===== config.mk =====
export PLATFORM = sky130hd
export DESIGN_NAME = tt_gpio_input
export DESIGN_NICKNAME = d
export VERILOG_FILES = /design/src/rtl/tt_gpio_pkg.sv /design/src/rtl/tt_gpio_sync.sv /design/src/rtl/tt_gpio_input.sv
export SDC_FILE = /design/constraint.sdc
export NUM_CORES = 1
export LEC_CHECK = 0
export ABC_AREA = 1
export BUFFER_PORTS_ARGS = -buffer_cell sky130_fd_sc_hd__buf_4
export CAP_MARGIN = 5
export CORE_AREA = 2 2 39 41
export DETAILED_ROUTE_END_ITERATION = 12
export DIE_AREA = 0 0 41 43
export SLEW_MARGIN = 30
export SYNTH_ARGS = -nofsm -noshare
export SYNTH_HDL_FRONTEND = slang
export SYNTH_SLANG_ARGS = --single-unit
export TNS_END_PERCENT = 50

===== constraint.sdc =====
create_clock -name clk -period 1.5 [get_ports clk]
set_input_delay 0.375 -clock clk [delete_from_list [all_inputs] [get_ports clk]]
set_output_delay 0.375 -clock clk [all_outputs]
set_load 0.01 [all_outputs]

===== src/rtl/tt_gpio_pkg.sv =====
// Shared encodings for the GPIO input block: edge select codes and debounce FSM states.
package tt_gpio_pkg;

  typedef enum logic [1:0] {
    EDGE_NONE = 2'b00,
    EDGE_RISE = 2'b01,
    EDGE_FALL = 2'b10,
    EDGE_BOTH = 2'b11
  } edge_sel_e;

  typedef enum logic {
    DEB_IDLE   = 1'b0,
    DEB_SETTLE = 1'b1
  } deb_state_e;

  // True when a filtered edge is one the software asked to be flagged.
  function automatic logic evt_match(input logic [1:0] sel, input logic rise, input logic fall);
    return (rise && (sel == EDGE_RISE || sel == EDGE_BOTH)) ||
           (fall && (sel == EDGE_FALL || sel == EDGE_BOTH));
  endfunction

endpackage


===== src/rtl/tt_gpio_sync.sv =====
// Multi-flop synchronizer for an asynchronous pad input; q is the last stage.
module tt_gpio_sync #(
  parameter int unsigned SYNC_STAGES = 2
) (
  input  logic clk,
  input  logic rst,
  input  logic d,
  output logic q
);

  logic [SYNC_STAGES-1:0] stages;

  always_ff @(posedge clk) begin
    if (rst) begin
      stages <= '0;
    end else begin
      stages <= {stages[SYNC_STAGES-2:0], d};
    end
  end

  assign q = stages[SYNC_STAGES-1];

endmodule


===== src/rtl/tt_gpio_input.sv =====
// GPIO input path: synchronizer, optional debounce filter, edge pulses and sticky event flags.
// Define TT_GPIO_IN_DEBOUNCE_EN to build the debounce FSM; otherwise in_filt tracks in_sync by one cycle.
module tt_gpio_input
  import tt_gpio_pkg::*;
#(
  parameter int unsigned SYNC_STAGES = 2,
  parameter int unsigned DEB_W       = 8
) (
  input  logic             clk,
  input  logic             rst,
  input  logic             pad_in,
  input  logic [DEB_W-1:0] deb_len,
  input  logic [1:0]       edge_sel,
  input  logic             evt_ack,
  output logic             in_sync,
  output logic             in_filt,
  output logic             evt_rise,
  output logic             evt_fall,
  output logic             evt_pending,
  output logic             evt_ovf
);

  logic filt_nxt_c;
  logic rise_c;
  logic fall_c;
  logic match_c;

  tt_gpio_sync #(
    .SYNC_STAGES(SYNC_STAGES)
  ) u_sync (
    .clk(clk),
    .rst(rst),
    .d  (pad_in),
    .q  (in_sync)
  );

`ifdef TT_GPIO_IN_DEBOUNCE_EN
  deb_state_e       state;
  deb_state_e       state_nxt;
  logic [DEB_W-1:0] cnt;
  logic [DEB_W-1:0] cnt_nxt;

  always_ff @(posedge clk) begin
    if (rst) begin
      state <= DEB_IDLE;
      cnt   <= '0;
    end else begin
      state <= state_nxt;
      cnt   <= cnt_nxt;
    end
  end

  // A new level must persist through the whole settle window; >= lets a shortened deb_len finish at once.
  always_comb begin
    state_nxt  = state;
    cnt_nxt    = cnt;
    filt_nxt_c = in_filt;
    case (state)
      DEB_IDLE: begin
        if (in_sync != in_filt) begin
          state_nxt = DEB_SETTLE;
          cnt_nxt   = '0;
        end
      end
      DEB_SETTLE: begin
        if (in_sync == in_filt) begin
          state_nxt = DEB_IDLE;
        end else if (cnt >= deb_len) begin
          filt_nxt_c = in_sync;
          state_nxt  = DEB_IDLE;
        end else begin
          cnt_nxt = cnt + DEB_W'(1);
        end
      end
      default: state_nxt = DEB_IDLE;
    endcase
  end
`else
  logic unused_deb_len;

  assign unused_deb_len = ^deb_len;
  assign filt_nxt_c     = in_sync;
`endif

  assign rise_c  = filt_nxt_c & ~in_filt;
  assign fall_c  = ~filt_nxt_c & in_filt;
  assign match_c = evt_match(edge_sel, rise_c, fall_c);

  // Edge pulses line up with the first cycle in_filt shows its new value; a new event beats ack.
  always_ff @(posedge clk) begin
    if (rst) begin
      in_filt     <= 1'b0;
      evt_rise    <= 1'b0;
      evt_fall    <= 1'b0;
      evt_pending <= 1'b0;
      evt_ovf     <= 1'b0;
    end else begin
      in_filt     <= filt_nxt_c;
      evt_rise    <= rise_c;
      evt_fall    <= fall_c;
      evt_pending <= match_c | (evt_pending & ~evt_ack);
      if (evt_ack) begin
        evt_ovf <= match_c ? evt_ovf : 1'b0;
      end else if (match_c && evt_pending) begin
        evt_ovf <= 1'b1;
      end
    end
  end

endmodule


# Yosys cells after proc, flatten, opt, wreduce, memory -nomap -nowiden
# Cells that the tools add are included.
# word_totals
ff_bits,7
input_bits,14
out_inout_bits,6
elab_cells,28
# classes
eq_ne,4
muxes,3
bitwise,7
n_reduce_logical,8
# op_table
operator,count
"2-bit equality test, second input constant",2
1-bit bitwise AND,3
1-bit logical AND,3
1-bit logical OR,3
1-bit 2-to-1 mux,3
1-bit NOT,3
"2-bit by 1-bit equality test with 1-bit output, second input constant",1
"2-bit != test, second input constant",1
2-bit AND reduction,1
2-bit nonzero test,1
1-bit bitwise OR,1

# Depth between registers and ports, before layout
# logic_depth
depth_word,7
ltp_mapped,5
ltp_nobuf,5

# Hierarchy
# A second synthesis with hierarchy kept.
# unflattened
cells_unflattened,30
hier_area_um2,245.2
# modules_own_cells
module,instances,cells_per_inst,area_each_um2,seq_area_each_um2
tt_gpio_input,1,24,190.2,100.1
tt_gpio_sync,1,6,55.1,40.0

# Least setup slack after synthesis
# OpenSTA, ideal clock, no wires.
# synth_timing
kind,register -> register
start,reg u_sync.stages[1]
end,reg evt_ovf
setup_ps,109
t_arrival_ps,674
required_time_ps,1391
slack_ps,718
path_stages_with_launch,6
n_path_buf,0
period_less_slack_ps,782
cell_sequence,dfxtp_1 > inv_2 > nand3_2 > nand3_1 > nand2_1 > inv_1
# synth_between
elab_chain_cells,7
word_cells_on_any_way,10
cone_classes,eq/ne: 1; bitwise: 3; reduce/logical: 6
# synth_rtl
element,line_no,text
from (decl),tt_gpio_sync.sv:11,logic [SYNC_STAGES-1:0] stages;
from (signal assigned),tt_gpio_sync.sv:17,"stages <= {stages[SYNC_STAGES-2:0], d};"
1-bit NOT,tt_gpio_input.sv:86,assign fall_c = ~filt_nxt_c & in_filt;
1-bit bitwise AND,tt_gpio_input.sv:86,
1-bit logical AND,tt_gpio_pkg.sv:19,(fall && (sel == EDGE_FALL || sel == EDGE_BOTH));
1-bit logical OR (*),tt_gpio_pkg.sv:18,return (rise && (sel == EDGE_RISE || sel == EDGE_BOTH)) ||
1-bit logical AND,tt_gpio_input.sv:104,end else if (match_c && evt_pending) begin
2-bit nonzero test (no source line),-,
2-bit AND reduction (no source line) (*),-,
to (signal assigned),tt_gpio_input.sv:103,evt_ovf <= match_c ? evt_ovf : 1'b0;
to (decl),tt_gpio_input.sv:20,output logic evt_ovf
# Mark *: on every way between the ends. The rest lies on a longest branch, timed or not.
# A chain may end at the register's enable or synchronous reset.

# Worst setup path after layout
# layout_timing
start,reg u_sync.stages[1]
end,out in_sync
# layout_lines
element,line_no,text
to (decl),tt_gpio_input.sv:15,"output logic in_sync,"
# No word-level cell between the ends.

==> parameters.txt <==
Parameter                              Value

Outcome
  Result of the run    completed

Timing
  Setup total negative slack    0 ns
  # setup viols final    0
  Slew at the pin with the worst max-slew slack    0.1692 ns
  Clock skew after layout    0.001472 ns
  Final setup margin    0.3280 ns
  Final Hold Vio Count    0
  Unrepaired setup endpoints after global routing    false
  Achievable clock frequency    853.2 MHz
  Portion of the clock cycle consumed by the worst path in the final layout    78.13%
  Slew headroom    88.71%
  Final Max Tran Viols    0
  Final worst path period need    1.172 ns

Worst setup path
  Series of cell instances along the critical path    buf_4
  Capturing point of the worst reg2reg path    evt_pending
  Critical path class    reg -> out
  Critical path endpoint category    output port
  CP max stage delay    0.40 ns
  Crit-path max FO    4
  Slowest cell on crit path    sky130_fd_sc_hd__dfxtp_1
  Element type at the critical path start    register
  Arrival time at the worst endpoint    0.80 ns
  Buf+Inv Stages, Crit Path    1
  Worst reg-to-reg setup slack    0.71 ns
  Gate family responsible for the most delay along the worst path    flip-flops
  Cell count of the worst reg-to-reg path    5
  Data required time at the worst endpoint    1.12 ns
  Origin of the critical flop-to-flop path    u_sync.stages[1]

Place
  DPL Wire Length    326.7 µm
  Inst Count DP    57
  Setup slack after placement    0.5896 ns
  Port Buf Inserts    11
  Gp weighted congestion    0.6395

Pwr
  Lkg Pwr    0.1968 nW
  Ratio of total power to cell area    1060 nW/µm²
  Worst voltage drop across the vdd grid    0.6071 mV

Synthesis
  Synth area leaders    sky130_fd_sc_hd__dfxtp_1 (57%), sky130_fd_sc_hd__inv_1 (11%), sky130_fd_sc_hd__nand3_2 (8.2%)
  Ranking of synthesized cells by instance count    sky130_fd_sc_hd__dfxtp_1 (7), sky130_fd_sc_hd__inv_1 (7), sky130_fd_sc_hd__nand2_1 (4)
  Synth unique cells    9
  Number of cells produced by synthesis    30
  Syn avg cell area    8.175 µm²
  Dominant synthesized flop cell    sky130_fd_sc_hd__dfxtp_1
  Number of enable-type register cells in the synthesized netlist    0
  Fraction of the yosys area taken by sequential cells    57.14%
  Share of flip-flops with an asynchronous set or reset    0%
  Post-Syn Area    245.2 µm²
  Yosys top cell area share    57.14%
  Yosys warns    0
  Area leader, netlist    sky130_fd_sc_hd__dfxtp_1
  Syn_nets    44
  Flop and latch count out of synthesis    7

Detailed routing
  Average detailed-routed wire length per instance    6.984 µm
  Post-Route WL    426 µm
  Routed via count divided by cell count    3.656
  Vias after detailed routing    223
  Detailed-router iteration count before antenna repair    2
  Number of DRC markers in iteration 0    5
  ANT nets after route    0
  Number of design rule violations left after detail routing    0

Clocking
  Clock Path Buffers    2
  Clock tree from TritonCTS    done
  Clock H-tree levels    1
  Post-CTS Setup Repair Bufs    0
  Hold-fix buffers at CTS    0
  Worst skew pair latency    0.25 ns
  Buffer type at the clock tree root    sky130_fd_sc_hd__clkbuf_4
  Number of sinks driven by the clock tree    7
  Post-CTS Resized    0
  CTS clk-pin slew, worst paths    0.05 ns
  Number of buffers created by CTS    3

Die
  Floorplan die width    41 µm
  Core outline area    1384 µm²
  Total die area    1763 µm²
  Die extent in y    43 µm
  Row count    14
  Ports placed on the boundary    20
  Initial Utilization    17.72%

Layout
  Area added between synthesis and finish    52.55%
  Post-Layout Cell Count    61
  Number of nets at the end of the flow    60
  Antenna fix cells    0
  Share of the core filled with cells in the final layout    27.03%
  Share of post-route cells with drive strength above 1    40.00%

GRT
  Largest net degree at the start of global routing    8
  GRT Overall Usage    6.533%
  Wire length of the first global-routing pass    662 µm
  Grt total ovfl    0
  Initial antenna violation count    0
  Number of global-route vias before repair    185

Hold path
  Path class of the lowest-slack min-delay path    in -> reg
  Cells on Worst Hold Path    3
  HP Start    pad_in
  Capture endpoint of the worst hold path    u_sync.stages[0]

Flow run
  Max Cap Violations    0
## cells in the final DEF (no fill, tap or decap)
cell type	instances
sky130_fd_sc_hd__clkbuf_4	3
sky130_fd_sc_hd__nand2_1	4
sky130_fd_sc_hd__clkbuf_1	1
sky130_fd_sc_hd__dfxtp_1	7
sky130_fd_sc_hd__buf_4	11
sky130_fd_sc_hd__inv_1	7
sky130_fd_sc_hd__inv_2	2
sky130_fd_sc_hd__nand3_1	2
sky130_fd_sc_hd__nor3_1	2
sky130_fd_sc_hd__a21oi_1	1
sky130_fd_sc_hd__nor2_1	3
sky130_fd_sc_hd__nand3_2	2
## sequential cells by signal (all words and copies together), names as in the netlist
register,count
in_filt,1
evt_rise,1
u_sync.stages,2
evt_pending,1
evt_fall,1
evt_ovf,1
## where the power goes
| part | switching (W) | internal, W | leakage [nW] |
|---|---|---|---|
| Clock | 0.0000701 | 0.000102 | 0.0150 |
| Combinational | 0.0000132 | 0.0000168 | 0.125 |
| Sequential | 0.00000330 | 0.000192 | 0.0571 |
## per-layer routing
metal | global-route usage, % | share of wire, %
met1 | 5.806 | 42
met2 | 8.125 | 40
met3 | 9.424 | 18
met4 | 2.000 | 0
met5 | 0 | 0
## cells by family after synthesis
logic type / count (synthesis) / synth area share [%]
AOI/OAI and AO/OA: 1 / 2.039
DFF: 7 / 57.14
and+or+nand+nor: 13 / 27.04
buffers and inverters: 9 / 13.78
## through the flow
step / cell area [µm²] / total power, W / hold WS (ns)
final: 374.1 / 0.0003965 / 0.3236
after global routing: 374.1 / 0.0004291 / 0.3244
after CTS: 374.1 / 0.0004060 / 0.3173
after detailed placement: 347.8 / 0.0002292 / 0.3924
after global placement: 347.8 / 0.0002289 / 0.3904
after floorplan: 245.2 / 0.0002093 / 0.3883
## worst max path at each step
stage	startpoint	end	slack (ns)	cells past startpoint
after floorplan	u_sync.stages[1]	evt_ovf	0.72	5
after CTS	u_sync.stages[1]	in_sync	0.31	1
after detailed placement	u_sync.stages[1]	in_sync	0.59	1
final	u_sync.stages[1]	in_sync	0.33	1
after global routing	u_sync.stages[1]	in_sync	0.27	1
after global placement	u_sync.stages[1]	in_sync	0.60	1
## area by class of cell
type	count	area [µm²]
Clock buffer	4	26.28
Inverter	9	33.78
Timing Repair Buffer	11	82.58
Multi-Input combinational cell	14	71.32
Sequential cell	7	140.1
Tap cell	16	20.02
Fill cell	162	1010
## tightest hold or removal path, cell delays in order
cell,delay (ns)
sky130_fd_sc_hd__buf_4,0.07
sky130_fd_sc_hd__inv_1,0.03
sky130_fd_sc_hd__nor2_1,0.06
(Power assumes the default switching activity.)
